[config.mk]
export PLATFORM = sky130hd
export DESIGN_NAME = inst_fetch_flat
export DESIGN_NICKNAME = d
export VERILOG_FILES = /design/src/rtl/if_pkg.sv /design/src/rtl/inst_fetch_if.sv /design/src/rtl/if_skid_buf.sv /design/src/rtl/inst_fetch.sv /design/src/flat_wrapper.sv
export SDC_FILE = /design/constraint.sdc
export NUM_CORES = 1
export LEC_CHECK = 0
export ABC_AREA = 0
export ABC_CLOCK_PERIOD_IN_PS = 2640
export BUFFER_PORTS_ARGS = -buffer_cell sky130_fd_sc_hd__buf_2
export CAP_MARGIN = 25
export CORE_ASPECT_RATIO = 1.4
export CORE_MARGIN = 2
export CORE_UTILIZATION = 55
export CTS_CLUSTER_DIAMETER = 40
export DETAILED_ROUTE_END_ITERATION = 8
export GPL_ROUTABILITY_DRIVEN = 0
export PLACE_DENSITY_LB_ADDON = 0.3
export SLEW_MARGIN = 20
export SYNTH_ARGS = -nofsm -noshare
export SYNTH_HDL_FRONTEND = slang
export SYNTH_HIERARCHICAL = 1
export SYNTH_SLANG_ARGS = --single-unit
[constraint.sdc]
create_clock -name clk -period 2.64 [get_ports clk]
set_input_delay 0 -clock clk [delete_from_list [all_inputs] [get_ports clk]]
set_output_delay 0 -clock clk [all_outputs]
set_load 0.01 [all_outputs]
[src/rtl/if_pkg.sv]
// -----------------------------------------------------------------------------
// if_pkg
// Shared types and helpers for the instruction-fetch stage.
//   if_state_e    : fetch FSM states
//   fetch_entry_t : (pc, instruction) pair carried to decode / held in the skid
//   KSEG_MASK     : strips the kseg0/kseg1 segment bits from a virtual PC
//   kseg_map()    : virtual PC -> bus address
// Build option: IF_KSEG_MAP_EN enables the kseg0/kseg1 address mapping.
// -----------------------------------------------------------------------------
package if_pkg;

   localparam int unsigned IF_ADDR_W = 32;
   localparam int unsigned IF_DATA_W = 32;

   localparam logic [31:0] KSEG_MASK = 32'h1fff_ffff;

`ifdef IF_KSEG_MAP_EN
   localparam bit KSEG_MAP_EN = 1'b1;
`else
   localparam bit KSEG_MAP_EN = 1'b0;
`endif

   typedef enum logic [2:0] {
      IDLE,
      REQ,
      WAIT,
      HOLD,
      DROP
   } if_state_e;

   typedef struct packed {
      logic [IF_ADDR_W-1:0] pc;
      logic [IF_DATA_W-1:0] inst;
   } fetch_entry_t;

   // kseg0/kseg1 (pc[31:30] == 2'b10) map onto the low 512 MB physical window.
   function automatic logic [IF_ADDR_W-1:0] kseg_map(input logic [IF_ADDR_W-1:0] pc);
      if (KSEG_MAP_EN && (pc[31:30] == 2'b10)) begin
         return pc & KSEG_MASK;
      end
      return pc;
   endfunction

endpackage

[src/rtl/inst_fetch_if.sv]
// -----------------------------------------------------------------------------
// inst_fetch_if
// Instruction-bus read channel between the fetch stage and the bus slave.
//   req    : read request valid          (master -> slave)
//   addr   : read address                (master -> slave)
//   gnt    : address accepted this cycle (slave -> master)
//   rvalid : read data valid             (slave -> master)
//   rdata  : read data                   (slave -> master)
// -----------------------------------------------------------------------------
interface inst_fetch_if
   import if_pkg::*;
#(
   parameter int unsigned ADDR_W = IF_ADDR_W,
   parameter int unsigned DATA_W = IF_DATA_W
);

   logic              req;
   logic [ADDR_W-1:0] addr;
   logic              gnt;
   logic              rvalid;
   logic [DATA_W-1:0] rdata;

   modport master (
      output req,
      output addr,
      input  gnt,
      input  rvalid,
      input  rdata
   );

   modport slave (
      input  req,
      input  addr,
      output gnt,
      output rvalid,
      output rdata
   );

endinterface

[src/rtl/if_skid_buf.sv]
// -----------------------------------------------------------------------------
// if_skid_buf
// One-entry holding buffer for a fetched (pc, inst) pair that arrived while
// the decode output register was occupied and stalled.
//   clk, rst : clock, synchronous active-high reset
//   push     : capture din (buffer becomes full)
//   pop      : release the entry (buffer becomes empty)
//   clear    : discard the entry; wins over push and pop
//   din      : entry to capture
//   dout     : held entry
//   full     : entry present
// -----------------------------------------------------------------------------
module if_skid_buf
   import if_pkg::*;
(
   input  logic         clk,
   input  logic         rst,
   input  logic         push,
   input  logic         pop,
   input  logic         clear,
   input  fetch_entry_t din,
   output fetch_entry_t dout,
   output logic         full
);

   // Clear wins, then push (a push never coincides with a pop in the fetch FSM).
   always_ff @(posedge clk) begin
      if (rst) begin
         full <= 1'b0;
         dout <= '0;
      end else if (clear) begin
         full <= 1'b0;
      end else if (push) begin
         dout <= din;
         full <= 1'b1;
      end else if (pop) begin
         full <= 1'b0;
      end
   end

endmodule

[src/rtl/inst_fetch.sv]
// -----------------------------------------------------------------------------
// inst_fetch
// Instruction-fetch stage between pc_reg and decode. Issues one instruction
// bus read at a time, pulses pc_reg's advance enable on each accepted address,
// and hands (pc, inst) pairs to decode through an output register backed by a
// one-entry skid buffer. Honours decode stall and pipeline flush.
//
// Ports:
//   clk, rst    : clock, synchronous active-high reset
//   pc_i        : current PC from pc_reg (stable until pc_en_o)
//   pc_en_o     : advance enable to pc_reg, = gnt while requesting (combinational)
//   flush_i     : kill all undelivered / in-flight instructions
//   stall_i     : decode cannot accept this cycle
//   ibus        : instruction bus, master side
//   id_valid_o  : output instruction valid
//   id_pc_o     : virtual PC of output instruction
//   id_inst_o   : output instruction word
//
// Build option: IF_KSEG_MAP_EN maps kseg0/kseg1 PCs onto physical bus
// addresses (see if_pkg::kseg_map); id_pc_o always carries the virtual PC.
// -----------------------------------------------------------------------------
module inst_fetch
   import if_pkg::*;
#(
   parameter int unsigned ADDR_W = IF_ADDR_W,
   parameter int unsigned DATA_W = IF_DATA_W
)(
   input  logic              clk,
   input  logic              rst,
   input  logic [ADDR_W-1:0] pc_i,
   output logic              pc_en_o,
   input  logic              flush_i,
   input  logic              stall_i,
   inst_fetch_if.master      ibus,
   output logic              id_valid_o,
   output logic [ADDR_W-1:0] id_pc_o,
   output logic [DATA_W-1:0] id_inst_o
);

   if_state_e         state;
   logic              req_q;
   logic [ADDR_W-1:0] addr_q;
   logic [ADDR_W-1:0] req_pc;

   logic              out_ready;
   logic              skid_push;
   logic              skid_pop;
   logic              skid_clear;
   logic              skid_full;
   fetch_entry_t      skid_din;
   fetch_entry_t      skid_dout;

   // The single combinational path: the grant is forwarded to pc_reg at once.
   assign pc_en_o   = (state == REQ) && ibus.gnt;
   assign ibus.req  = req_q;
   assign ibus.addr = addr_q;

   // Output register can take new data if empty or being consumed this edge.
   assign out_ready = !id_valid_o || !stall_i;

   // Skid buffer control.
   always_comb begin
      skid_clear = flush_i;
      skid_push  = (state == WAIT) && ibus.rvalid && !flush_i && !out_ready;
      skid_pop   = (state == HOLD) && !flush_i && !stall_i;
      skid_din   = '{pc: req_pc, inst: ibus.rdata};
   end

   if_skid_buf u_skid (
      .clk   (clk),
      .rst   (rst),
      .push  (skid_push),
      .pop   (skid_pop),
      .clear (skid_clear),
      .din   (skid_din),
      .dout  (skid_dout),
      .full  (skid_full)
   );

   // Fetch FSM and output register.
   always_ff @(posedge clk) begin
      if (rst) begin
         state      <= IDLE;
         req_q      <= 1'b0;
         addr_q     <= '0;
         req_pc     <= '0;
         id_valid_o <= 1'b0;
         id_pc_o    <= '0;
         id_inst_o  <= '0;
      end else begin
         // pc_i only moves on pc_en_o, so a one-cycle-late copy is always
         // current by the time the FSM is back in REQ.
         addr_q <= kseg_map(pc_i);

         if (id_valid_o && !stall_i) begin
            id_valid_o <= 1'b0;
         end

         unique case (state)
            IDLE: begin
               state <= REQ;
               req_q <= 1'b1;
            end

            REQ: begin
               if (ibus.gnt) begin
                  req_pc <= pc_i;
                  req_q  <= 1'b0;
                  state  <= flush_i ? DROP : WAIT;
               end
            end

            WAIT: begin
               if (flush_i) begin
                  if (ibus.rvalid) begin
                     state <= REQ;
                     req_q <= 1'b1;
                  end else begin
                     state <= DROP;
                  end
               end else if (ibus.rvalid) begin
                  if (out_ready) begin
                     id_valid_o <= 1'b1;
                     id_pc_o    <= req_pc;
                     id_inst_o  <= ibus.rdata;
                     state      <= REQ;
                     req_q      <= 1'b1;
                  end else begin
                     state <= HOLD;
                  end
               end
            end

            HOLD: begin
               if (flush_i) begin
                  state <= REQ;
                  req_q <= 1'b1;
               end else if (!stall_i && skid_full) begin
                  id_valid_o <= 1'b1;
                  id_pc_o    <= skid_dout.pc;
                  id_inst_o  <= skid_dout.inst;
                  state      <= REQ;
                  req_q      <= 1'b1;
               end
            end

            DROP: begin
               if (ibus.rvalid) begin
                  state <= REQ;
                  req_q <= 1'b1;
               end
            end

            default: begin
               state <= IDLE;
               req_q <= 1'b0;
            end
         endcase

         // Flush overrides stall and any load above.
         if (flush_i) begin
            id_valid_o <= 1'b0;
         end
      end
   end

   // Read data may only return while a request is outstanding.
   rvalid_in_window : assert property (@(posedge clk) disable iff (rst)
      ibus.rvalid |-> ((state == WAIT) || (state == DROP)));

endmodule

[src/flat_wrapper.sv]
// flat-port wrapper written by rule: the top's interface ports become plain ports
module inst_fetch_flat import if_pkg::*;
#(
   parameter int unsigned ADDR_W = IF_ADDR_W,
   parameter int unsigned DATA_W = IF_DATA_W
)
  (clk, rst, pc_i, pc_en_o, flush_i, stall_i, id_valid_o, id_pc_o, id_inst_o, ibus_req, ibus_addr, ibus_gnt, ibus_rvalid, ibus_rdata);
  inst_fetch_if #(.ADDR_W(ADDR_W), .DATA_W(DATA_W)) ibus_i ();
  input  logic clk;
  input  logic rst;
  input  logic [ADDR_W-1:0] pc_i;
  output logic pc_en_o;
  input  logic flush_i;
  input  logic stall_i;
  output logic id_valid_o;
  output logic [ADDR_W-1:0] id_pc_o;
  output logic [DATA_W-1:0] id_inst_o;
  output wire logic [$bits(ibus_i.req)-1:0] ibus_req;
  output wire logic [$bits(ibus_i.addr)-1:0] ibus_addr;
  input wire logic [$bits(ibus_i.gnt)-1:0] ibus_gnt;
  input wire logic [$bits(ibus_i.rvalid)-1:0] ibus_rvalid;
  input wire logic [$bits(ibus_i.rdata)-1:0] ibus_rdata;
  assign ibus_req = ibus_i.req;
  assign ibus_addr = ibus_i.addr;
  assign ibus_i.gnt = ibus_gnt;
  assign ibus_i.rvalid = ibus_rvalid;
  assign ibus_i.rdata = ibus_rdata;
  inst_fetch #(.ADDR_W(ADDR_W), .DATA_W(DATA_W)) u_core (.clk(clk), .rst(rst), .pc_i(pc_i), .pc_en_o(pc_en_o), .flush_i(flush_i), .stall_i(stall_i), .ibus(ibus_i), .id_valid_o(id_valid_o), .id_pc_o(id_pc_o), .id_inst_o(id_inst_o));
endmodule
==> parameters.txt, run 1 <==
Parameter                              Value

Outcome
  Run status    finished clean

Worst setup path
  Crit path launch type    flop
  Type of the worst setup path    reg -> reg
  Maximum fanout encountered on the critical timing path    88
  Required time of the worst setup path    2950 ps
  Worst EP arrival    2520 ps
  Nature of the critical path endpoint    flop

Yosys
  Mapped Avg Cell Area    9.79 sq um
  Flip-flop and latch count after synthesis    198
  Number of distinct standard cells referenced by the synthesized netlist    32
  Gate Count Post-Synth    841
  Synthesis warning total    6
  Cell area after synthesis    8230 sq um
  Portion of the post-synthesis area used by sequential elements    48.2%
  Synth Net Count    911

STA
  Final critical-path setup slack    429 ps
  Pins over their slew limit    0
  Number of endpoints with negative hold slack in the final report    0
  Rel. slew slack    57.5%
  Final-report setup violation count    0
  Share of the cycle needed by the critical path after routing    83.7%
  Fin Clk Skew    13.9 ps
  Setup TNS    0 ps
  Min Tclk post-route    2210 ps
  Top achievable clock speed    452 MHz
  Tightest hold margin    27.5 ps
  RSZ-0062 raised after global routing    false
  Least-Margin Pin Slew    637 ps

Power and ir drop
  Power per unit of standard cell area    655 nW/um^2
  Proportion of power drawn by flip-flops and latches    47.9%
  Cell-internal power    0.00499 W
  Part of the power in the clock network    39.6%
  Leakage power of the design    4.34 nW
  Power share of the combinational group    12.5%
  Peak supply drop    0.392 mV
  Proportion of total power due to net switching    25.7%
  Switching power of the nets    0.00173 W

Floorplan
  Initial standard-cell utilization of the core    56.5%
  Number of placed I/O pins    169
  Row cnt    52
  Width of the die    107 um
  Die span in y    149 um
  Overall die area    16000 sq um
  Area of the core    14600 sq um

Route
  Antenna viol nets, final    0
  Violation count after the first detailed-routing iteration    332
  Via/cell ratio    5.35
  Total via count in the routed design    6570
  WL/cell    15.6 um
  Number of detailed-routing iterations run before antenna repair    4
  Wire length reported by the detailed router    19200 um
  DRC violation count after routing    0

Global route
  Number of antenna violations at the first check in global routing    0
  Total GRT Usage    23.9%
  Via count of the first global-routing pass    6227
  First-pass GRT wire length    31000 um
  Aggregate global routing overflow    0
  Maximum number of pins on one net before global-route repair    89

Clocking
  TritonCTS sink count    198
  Clock-pin slew on the worst setup and hold paths    80 ps
  Clk Latency, worst-skew pair    430 ps
  CTS tree    done
  # resized after CTS    0
  Bufs on Longest Clock Path    2
  TritonCTS buffer count    17
  Root buffer selected by CTS    sky130_fd_sc_hd__clkbuf_16
  Hold_buf cts    65
  H-tree depth    4
  Buffers inserted during post-CTS setup optimization    0

Job
  MaxCap Viol Count    0

Worst hold path
  Kind of path behind the tightest hold check    in -> reg

Cells and area
  Share of final-layout standard cells stronger than drive strength 1    21.6%
  Layout net count    1095
  Synthesis-to-layout area growth    24.6%
  Utilization after layout    70.4%
  Antenna Cells    0

Placed design
  Number of I/O port buffers    168
  Worst slack at placement    508 ps
  Post-DP HPWL    11000 um
==> power by group through the flow <==
stage               Sequential, W  Clock (W)  Combinational, W
global placement          0.00328          0          0.000751
global route              0.00323    0.00284          0.000914
detailed placement        0.00328          0          0.000758
CTS                       0.00321    0.00271          0.000837
finish                    0.00322    0.00266          0.000837
floorplan                 0.00329          0          0.000509
==> Yosys cell counts <==
library cell / count / area [sq um]
sky130_fd_sc_hd__a211oi_2: 6 / 75.1
sky130_fd_sc_hd__clkbuf_1: 27 / 101
sky130_fd_sc_hd__o211ai_1: 2 / 15.0
sky130_fd_sc_hd__nor3_1: 3 / 15.0
sky130_fd_sc_hd__a21oi_1: 34 / 170
sky130_fd_sc_hd__nor4b_1: 1 / 8.76
sky130_fd_sc_hd__buf_2: 26 / 130
sky130_fd_sc_hd__or3b_1: 1 / 8.76
sky130_fd_sc_hd__o21ai_1: 65 / 325
sky130_fd_sc_hd__buf_6: 18 / 203
sky130_fd_sc_hd__o21a_1: 1 / 7.51
sky130_fd_sc_hd__inv_1: 2 / 7.51
sky130_fd_sc_hd__nand3b_1: 2 / 15.0
sky130_fd_sc_hd__nor3b_1: 4 / 30.0
sky130_fd_sc_hd__or3b_2: 2 / 17.5
sky130_fd_sc_hd__a32o_1: 1 / 10.0
sky130_fd_sc_hd__and2_1: 1 / 6.26
sky130_fd_sc_hd__nand2b_1: 68 / 425
sky130_fd_sc_hd__dfxtp_1: 198 / 3960
sky130_fd_sc_hd__nand4bb_1: 64 / 721
sky130_fd_sc_hd__nor2b_1: 36 / 225
sky130_fd_sc_hd__a211oi_1: 59 / 443
sky130_fd_sc_hd__o21ai_0: 3 / 15.0
sky130_fd_sc_hd__inv_2: 1 / 3.75
sky130_fd_sc_hd__nand2_1: 67 / 251
sky130_fd_sc_hd__a21boi_0: 1 / 7.51
sky130_fd_sc_hd__nor2_1: 69 / 259
sky130_fd_sc_hd__mux2i_1: 67 / 671
sky130_fd_sc_hd__o32ai_2: 1 / 16.3
sky130_fd_sc_hd__or4b_1: 1 / 10.0
sky130_fd_sc_hd__a31oi_1: 1 / 6.26
sky130_fd_sc_hd__buf_4: 9 / 67.6
==> state kept, by name, indices dropped and copies added, names as in the netlist <==
name / cells
u_core/ibus.addr: 32
u_core/ibus.req: 1
u_core/id_inst_o: 32
u_core/id_pc_o: 32
u_core/id_valid_o: 1
u_core/req_pc: 32
u_core/state: 3
u_core/u_skid/dout: 64
u_core/u_skid/full: 1
==> cell usage in the layout, fill, tap and decap left out, drive strengths merged <==
| cell type | netlist | routed |
|---|---|---|
| dfxtp | 198 | 198 |
| buf | 53 | 180 |
| nor2 | 69 | 69 |
| nand2b | 68 | 68 |
| o21ai | 68 | 68 |
| nand2 | 67 | 67 |
| mux2i | 67 | 67 |
| dlygate4sd3 | 0 | 65 |
| a211oi | 65 | 65 |
| nand4bb | 64 | 64 |
| nor2b | 36 | 36 |
| a21oi | 34 | 34 |
| clkbuf | 27 | 19 |
| inv | 3 | 8 |
| clkinv | 0 | 5 |
| nor3b | 4 | 4 |
| nor3 | 3 | 3 |
| or3b | 3 | 3 |
| bufinv | 0 | 2 |
| nand3b | 2 | 2 |
| o211ai | 2 | 2 |
| clkinvlp | 0 | 1 |
| or4b | 1 | 1 |
| o32ai | 1 | 1 |
| and2 | 1 | 1 |
| a31oi | 1 | 1 |
| nor4b | 1 | 1 |
| a21boi | 1 | 1 |
| a32o | 1 | 1 |
| o21a | 1 | 1 |
==> path summary, 6_finish.rpt <==
path	from	to	slack [ps]	depth (start not counted)
setup / recovery	u_core/state[1]	u_core/id_pc_o[21]	430	5
setup reg to reg	u_core/state[1]	u_core/id_pc_o[21]	430	5
hold reg to reg	u_core/u_skid/dout[33]	u_core/u_skid/dout[33]	460	2
hold / removal	rst	u_core/ibus.addr[22]	30	2
==> area by class of cell <==
cell class                      count  area (sq um)
Tap cell                          189           236
Clock inverter                     13           161
Sequential cell                   198          3960
Clock buffer                       19           453
Inverter                            3          11.3
Fill cell                        1179          4320
Timing Repair Buffer              245          1650
Multi-Input combinational cell    560          3780
==> stage by stage <==
| stage | total power, W | std cells | instance area (sq um) |
|---|---|---|---|
| finish | 0.00672 | 1227 | 10300 |
| global placement | 0.00403 | 1130 | 8990 |
| floorplan | 0.00380 | 841 | 8230 |
| CTS | 0.00676 | 1227 | 10300 |
| global route | 0.00698 | 1227 | 10300 |
| detailed placement | 0.00404 | 1130 | 8990 |
==> cell families (layout without fill, tap and decap cells) <==
logic type	Yosys count	count (layout)	share of synthesized area, %
and+or+nand+nor	319	319	24.2
DFF	198	198	48.2
AOI/OAI and AO/OA	174	174	13.3
buffers and inverters	83	280	6.23
muxes	67	67	8.15
==> layer usage <==
layer  global-route usage (%)  part of all wire [%]  vias to the layer above
met5                        0                     0                        -
met4                     7.63                   1.6                        0
met3                     4.98                   4.4                       26
met2                     40.4                    50                      138
met1                     30.6                    44                     3099
li1                         -                     -                     3307
==> worst max-delay path, cell delays in order (launching register included) <==
cell and delay (ps):
sky130_fd_sc_hd__dfxtp_1 470, sky130_fd_sc_hd__or3b_1 480, sky130_fd_sc_hd__o32ai_4 350, sky130_fd_sc_hd__buf_12 370, sky130_fd_sc_hd__nor2_1 100, sky130_fd_sc_hd__a211oi_1 300
Power figures use the tool's default switching activity.
==> inputs of run 2 (changes only) <==
--- a/config.mk
+++ b/config.mk
@@ -6,12 +6,12 @@
 export NUM_CORES = 1
 export LEC_CHECK = 0
 export ABC_AREA = 0
-export ABC_CLOCK_PERIOD_IN_PS = 2640
+export ABC_CLOCK_PERIOD_IN_PS = 1940
 export BUFFER_PORTS_ARGS = -buffer_cell sky130_fd_sc_hd__buf_2
 export CAP_MARGIN = 25
 export CORE_ASPECT_RATIO = 1.4
 export CORE_MARGIN = 2
-export CORE_UTILIZATION = 55
+export CORE_UTILIZATION = 49
 export CTS_CLUSTER_DIAMETER = 40
 export DETAILED_ROUTE_END_ITERATION = 8
 export GPL_ROUTABILITY_DRIVEN = 0
==> constraint.sdc (replaced) <==
create_clock -name clk -period 1.94 [get_ports clk]
set_input_delay 0 -clock clk [delete_from_list [all_inputs] [get_ports clk]]
set_output_delay 0 -clock clk [all_outputs]
set_load 0.01 [all_outputs]
==> run 2 against run 1 <==
Compared with the run above: total power is 37% higher; critical path type unchanged; non-clock buffer count is 21 higher; sequential cell count stayed put; maximum frequency is 20% higher; highest routed layer unchanged; core utilization is 6.5 points lower; sequential power is 35% higher; clock power is 36% higher; largest cell class unchanged; worst hold slack better by 10 ps.
==> parameters.txt, run 2 (synthesis results as in run 1) <==
Parameter                              Value

Worst setup path
  Nature of the critical path endpoint    flop
  CP bufs+invs    2
  Crit path launch type    flop
  Max incr delay on CP    410 ps
  Critical-path cell list    or3b_4, o32ai_4, buf_12, buf_16, nor2_1, a211oi_1
  Worst-case register-to-register setup slack    100 ps
  Maximum fanout encountered on the critical timing path    36
  Worst EP arrival    2170 ps
  Required time of the worst setup path    2270 ps
  RR Endpoint    u_core/id_pc_o[21]
  FF-to-FF path depth    6
  RR Startpoint    u_core/state[1]
  Type of the worst setup path    reg -> reg
  Critical-path top delay cell    sky130_fd_sc_hd__or3b_4
  Largest delay contributor family on the critical path    compound AO/OA/AOI/OAI gates

Outcome
  Run status    finished clean

STA
  Setup TNS    0 ps
  Pins over their slew limit    0
  Fin Clk Skew    11.5 ps
  RSZ-0062 raised after global routing    false
  Rel. slew slack    65.8%
  Final-report setup violation count    0
  Min Tclk post-route    1840 ps
  Least-Margin Pin Slew    513 ps
  Number of endpoints with negative hold slack in the final report    0
  Share of the cycle needed by the critical path after routing    94.7%
  Top achievable clock speed    545 MHz

Global route
  Maximum number of pins on one net before global-route repair    61
  Aggregate global routing overflow    0
  Via count of the first global-routing pass    6394
  First-pass GRT wire length    30800 um
  Number of antenna violations at the first check in global routing    0
  Total GRT Usage    21.3%

Route
  Antenna viol nets, final    0
  Violation count after the first detailed-routing iteration    348
  DRC violation count after routing    0
  Wire length reported by the detailed router    19200 um
  Via/cell ratio    5.28
  Number of detailed-routing iterations run before antenna repair    5
  WL/cell    15.2 um
  Total via count in the routed design    6663

Floorplan
  Initial standard-cell utilization of the core    49.6%
  Number of placed I/O pins    169
  Die span in y    157 um
  Area of the core    16600 sq um
  Width of the die    114 um
  Row cnt    56
  Overall die area    17900 sq um

Power and ir drop
  Total chip power    0.00923 W
  Leakage power of the design    4.51 nW
  Power per unit of standard cell area    870 nW/um^2
  Peak supply drop    0.699 mV

Cells and area
  Highest-count cells in the layout ignoring fill and taps    sky130_fd_sc_hd__dfxtp_1, sky130_fd_sc_hd__buf_2, sky130_fd_sc_hd__dlygate4sd3_1
  Synthesis-to-layout area growth    28.9%
  Flip-flop count of the largest register, all copies and words added    64
  Most common cell after layout, fill and taps aside    sky130_fd_sc_hd__dfxtp_1
  Utilization after layout    63.9%
  Layout net count    1116
  Antenna Cells    0
  Top reg by flops    u_core/u_skid/dout
  Share of final-layout standard cells stronger than drive strength 1    22.6%

Clocking
  Root buffer selected by CTS    sky130_fd_sc_hd__clkbuf_16
  Clk Latency, worst-skew pair    430 ps
  TritonCTS buffer count    17
  H-tree depth    4
  TritonCTS sink count    198
  CTS tree    done
  Clock-pin slew on the worst setup and hold paths    70 ps
  Bufs on Longest Clock Path    2

Worst hold path
  Hold endpoint    u_core/u_skid/full
  Hold Path Stages    4
  Kind of path behind the tightest hold check    in -> reg
  Worst hold start    stall_i

Placed design
  Number of I/O port buffers    168
  Post-DP HPWL    11300 um

Job
  MaxCap Viol Count    0
==> run 2: per-layer routing <==
layer	track usage [%]	share of wire [%]	vias to the layer above
met4	9.18	2.4	0
met3	3.97	3.0	25
met1	26.7	45	3145
met2	35.8	49	141
li1	-	-	3352
met5	0	0	-
==> run 2: tightest hold or removal path: cells and delay by family <==
family                 cells  cell delay, ps
and+or+nand+nor            2             180
buffers and inverters      1             140
AOI/OAI and AO/OA          1             110
==> run 2: timing repair <==
action                                  CTS  global route
buffers inserted                          0             1
endpoints found under the hold margin   129             0
endpoints found under the setup margin    0            36
hold buffers                             75             0
resized for setup                         0             9
==> run 2: layout make-up <==
| cell class | count | area, sq um |
|---|---|---|
| Sequential cell | 198 | 3960 |
| Multi-Input combinational cell | 560 | 3800 |
| Tap cell | 203 | 254 |
| Inverter | 3 | 11.3 |
| Timing Repair Buffer | 266 | 1970 |
| Clock inverter | 11 | 144 |
| Clock buffer | 21 | 460 |
| Fill cell | 1340 | 5990 |
==> run 2: where the power goes <==
group	switching [W]	internal [W]	total, W	leakage, nW
combinational	0.000660	0.000609	0.00127	2.60
sequential	0.0000994	0.00425	0.00434	1.61
clock	0.00152	0.00210	0.00362	0.298
total	0.00228	0.00696	0.00923	4.51
==> run 2: through the flow <==
| step | setup WS, ps | hold slack (ps) | cell area [sq um] | instances |
|---|---|---|---|---|
| after floorplan | 190 | 79.3 | 8230 | 841 |
| after global placement | 123 | 228 | 9160 | 1153 |
| after detailed placement | 57.6 | 231 | 9160 | 1153 |
| after CTS | 50.9 | 20.8 | 10500 | 1260 |
| after global routing | 5.06 | 47.7 | 10600 | 1262 |
| final | 104 | 37.9 | 10600 | 1262 |
==> run 2: how the worst max path moves through the flow <==
stage | slack (ps) | endpoint | from | depth (start not counted)
floorplan | 190 | u_core/id_pc_o[2] | u_core/state[1] | 6
global placement | 120 | u_core/id_pc_o[30] | u_core/state[2] | 5
detailed placement | 60 | u_core/id_inst_o[7] | u_core/state[1] | 5
CTS | 50 | u_core/id_inst_o[17] | u_core/state[2] | 5
global route | 5 | u_core/id_inst_o[25] | u_core/state[1] | 6
finish | 100 | u_core/id_pc_o[21] | u_core/state[1] | 6
==> inputs of run 3 (changes only) <==
--- a/config.mk
+++ b/config.mk
@@ -11,7 +11,7 @@
 export CAP_MARGIN = 25
 export CORE_ASPECT_RATIO = 1.4
 export CORE_MARGIN = 2
-export CORE_UTILIZATION = 49
+export CORE_UTILIZATION = 45
 export CTS_CLUSTER_DIAMETER = 40
 export DETAILED_ROUTE_END_ITERATION = 8
 export GPL_ROUTABILITY_DRIVEN = 0
==> run 3 against run 2 <==
Compared with the run above: clock skew decreased by 2.0 ps; non-clock buffer count unchanged; clock power decreased by 3%; critical path depth unchanged; total power decreased by 1.6%.
==> parameters.txt, run 3 (synthesis results as in run 1) <==
Parameter                              Value

Worst setup path
  Worst-case register-to-register setup slack    110 ps
  Crit path launch type    flop
  Type of the worst setup path    reg -> reg
  Critical-path top delay cell    sky130_fd_sc_hd__or3b_1
  RR Endpoint    u_core/id_inst_o[29]
  RR Startpoint    u_core/state[2]
  Max incr delay on CP    450 ps
  Worst EP arrival    2170 ps
  Required time of the worst setup path    2270 ps
  Largest delay contributor family on the critical path    compound AO/OA/AOI/OAI gates
  Critical-path cell list    or3b_1, o32ai_4, buf_12, buf_12, nor2_1, a211oi_1
  CP most frequent cell    sky130_fd_sc_hd__buf_12
  Maximum fanout encountered on the critical timing path    20
  CP bufs+invs    2
  Nature of the critical path endpoint    flop
  FF-to-FF path depth    6

Outcome
  Run status    finished clean

Route
  Total via count in the routed design    6651
  Violation count after the first detailed-routing iteration    432
  DRC violation count after routing    0
  WL/cell    15.0 um
  Wire length reported by the detailed router    19400 um
  Antenna viol nets, final    0
  Number of detailed-routing iterations run before antenna repair    4
  Via/cell ratio    5.12

Cells and area
  Antenna Cells    0
  Flip-flop count of the largest register, all copies and words added    64
  Synthesis-to-layout area growth    28.3%
  Non-Filler Instances    1298
  Top reg by flops    u_core/u_skid/dout
  Highest-count cells in the layout ignoring fill and taps    sky130_fd_sc_hd__dfxtp_1, sky130_fd_sc_hd__buf_2, sky130_fd_sc_hd__nor2_1
  Layout net count    1116
  Share of final-layout standard cells stronger than drive strength 1    22.9%
  Most common cell after layout, fill and taps aside    sky130_fd_sc_hd__dfxtp_1
  Fillcell total    1580

Clocking
  Root buffer selected by CTS    sky130_fd_sc_hd__clkbuf_16
  Clk Latency, worst-skew pair    430 ps
  Clock-pin slew on the worst setup and hold paths    70 ps
  TritonCTS sink count    198
  CTS tree    done
  Bufs on Longest Clock Path    2
  H-tree depth    4
  TritonCTS buffer count    17

Global route
  Aggregate global routing overflow    0
  Number of antenna violations at the first check in global routing    0
  Global-route met3 utilization    3.16%
  Met1 routing resource usage after global routing    24.7%
  Met2 track utilization from global routing    34.3%
  First-pass GRT wire length    31300 um
  Total GRT Usage    19.9%
  Maximum number of pins on one net before global-route repair    83
  Via count of the first global-routing pass    6360
  Routing layer with the top usage in global route    met2

Floorplan
  Number of placed I/O pins    169
  Die span in y    164 um
  Row cnt    58
  Overall die area    19400 sq um
  Area of the core    17900 sq um
  Width of the die    118 um
  Initial standard-cell utilization of the core    45.9%

Power and ir drop
  Power per unit of standard cell area    860 nW/um^2
  Peak supply drop    0.481 mV
  Total chip power    0.00909 W
  Leakage power of the design    4.47 nW

STA
  Final-report setup violation count    0
  Pins over their slew limit    0
  RSZ-0062 raised after global routing    false
  Setup TNS    0 ps
  Least-Margin Pin Slew    657 ps
  Fin Clk Skew    9.49 ps
  Number of endpoints with negative hold slack in the final report    0
  Min Tclk post-route    1830 ps
  Rel. slew slack    56.2%
  Top achievable clock speed    545 MHz
  Share of the cycle needed by the critical path after routing    94.5%

Placed design
  Number of cells in the design after placement    1201
  Post-DP HPWL    12000 um
  Number of I/O port buffers    168

Worst hold path
  Hold Path Stages    2
  Hold endpoint    u_core/ibus.addr[16]
  Worst hold start    rst
  Kind of path behind the tightest hold check    in -> reg

Job
  MaxCap Viol Count    0
run 3: how the worst max path moves through the flow:
stage          cells after the start       startpoint  slack, ps                   end
6_report                           6  u_core/state[2]        110  u_core/id_inst_o[29]
5_1_grt                            6  u_core/state[2]          7    u_core/id_pc_o[29]
4_1_cts                            6  u_core/state[0]         30               pc_en_o
3_5_place_dp                       6  u_core/state[2]        120     u_core/id_pc_o[2]
3_3_place_gp                       6  u_core/state[2]        160  u_core/id_inst_o[26]
2_1_floorplan                      6  u_core/state[1]        190     u_core/id_pc_o[2]
run 3: area by class of cell:
cell class	instances	area, sq um	area share [%]
multi-input combinational	560	3780	35.8
clock inverter	10	120	1.14
tap	240	300	2.84
sequential	198	3960	37.5
inverter	3	11.3	0.107
clock buffer	21	460	4.36
timing repair buffer	266	1920	18.2
run 3: power breakdown:
part           internal, W  switching [W]  total (W)
sequential         0.00424       0.000103    0.00435
clock              0.00197        0.00153    0.00350
combinational     0.000594       0.000644    0.00124
total              0.00681        0.00228    0.00909
run 3: per-layer routing:
| layer | up-vias | share of wire [%] |
|---|---|---|
| li1 | 3354 | - |
| met1 | 3130 | 45 |
| met2 | 144 | 49 |
| met3 | 23 | 3.8 |
| met4 | 0 | 1.9 |
| met5 | - | 0 |
run 3: worst reg2reg max path, stage by stage (launching register included):
cell                       delay [ps]
sky130_fd_sc_hd__dfxtp_1          310
sky130_fd_sc_hd__or3b_1           450
sky130_fd_sc_hd__o32ai_4          310
sky130_fd_sc_hd__buf_12           230
sky130_fd_sc_hd__buf_12           170
sky130_fd_sc_hd__nor2_1            50
sky130_fd_sc_hd__a211oi_1         220
run 3: what timing repair did:
item,4_1_cts,5_1_grt
setup buffers,0,0
endpoints found under the hold margin,132,0
setup endpoints to repair,0,1
gates resized for setup,0,1
hold buffers,66,0
run 3: per-stage QoR:
stage	setup WS [ps]	cell area (sq um)	util [%]	hold slack [ps]
finish	106	10600	58.9	9.55
global route	7.47	10600	58.9	43.4
CTS	28.6	10600	58.9	13.0
detailed placement	116	9320	52.0	233
global placement	161	9320	52.0	229
floorplan	190	8230	-	79.3
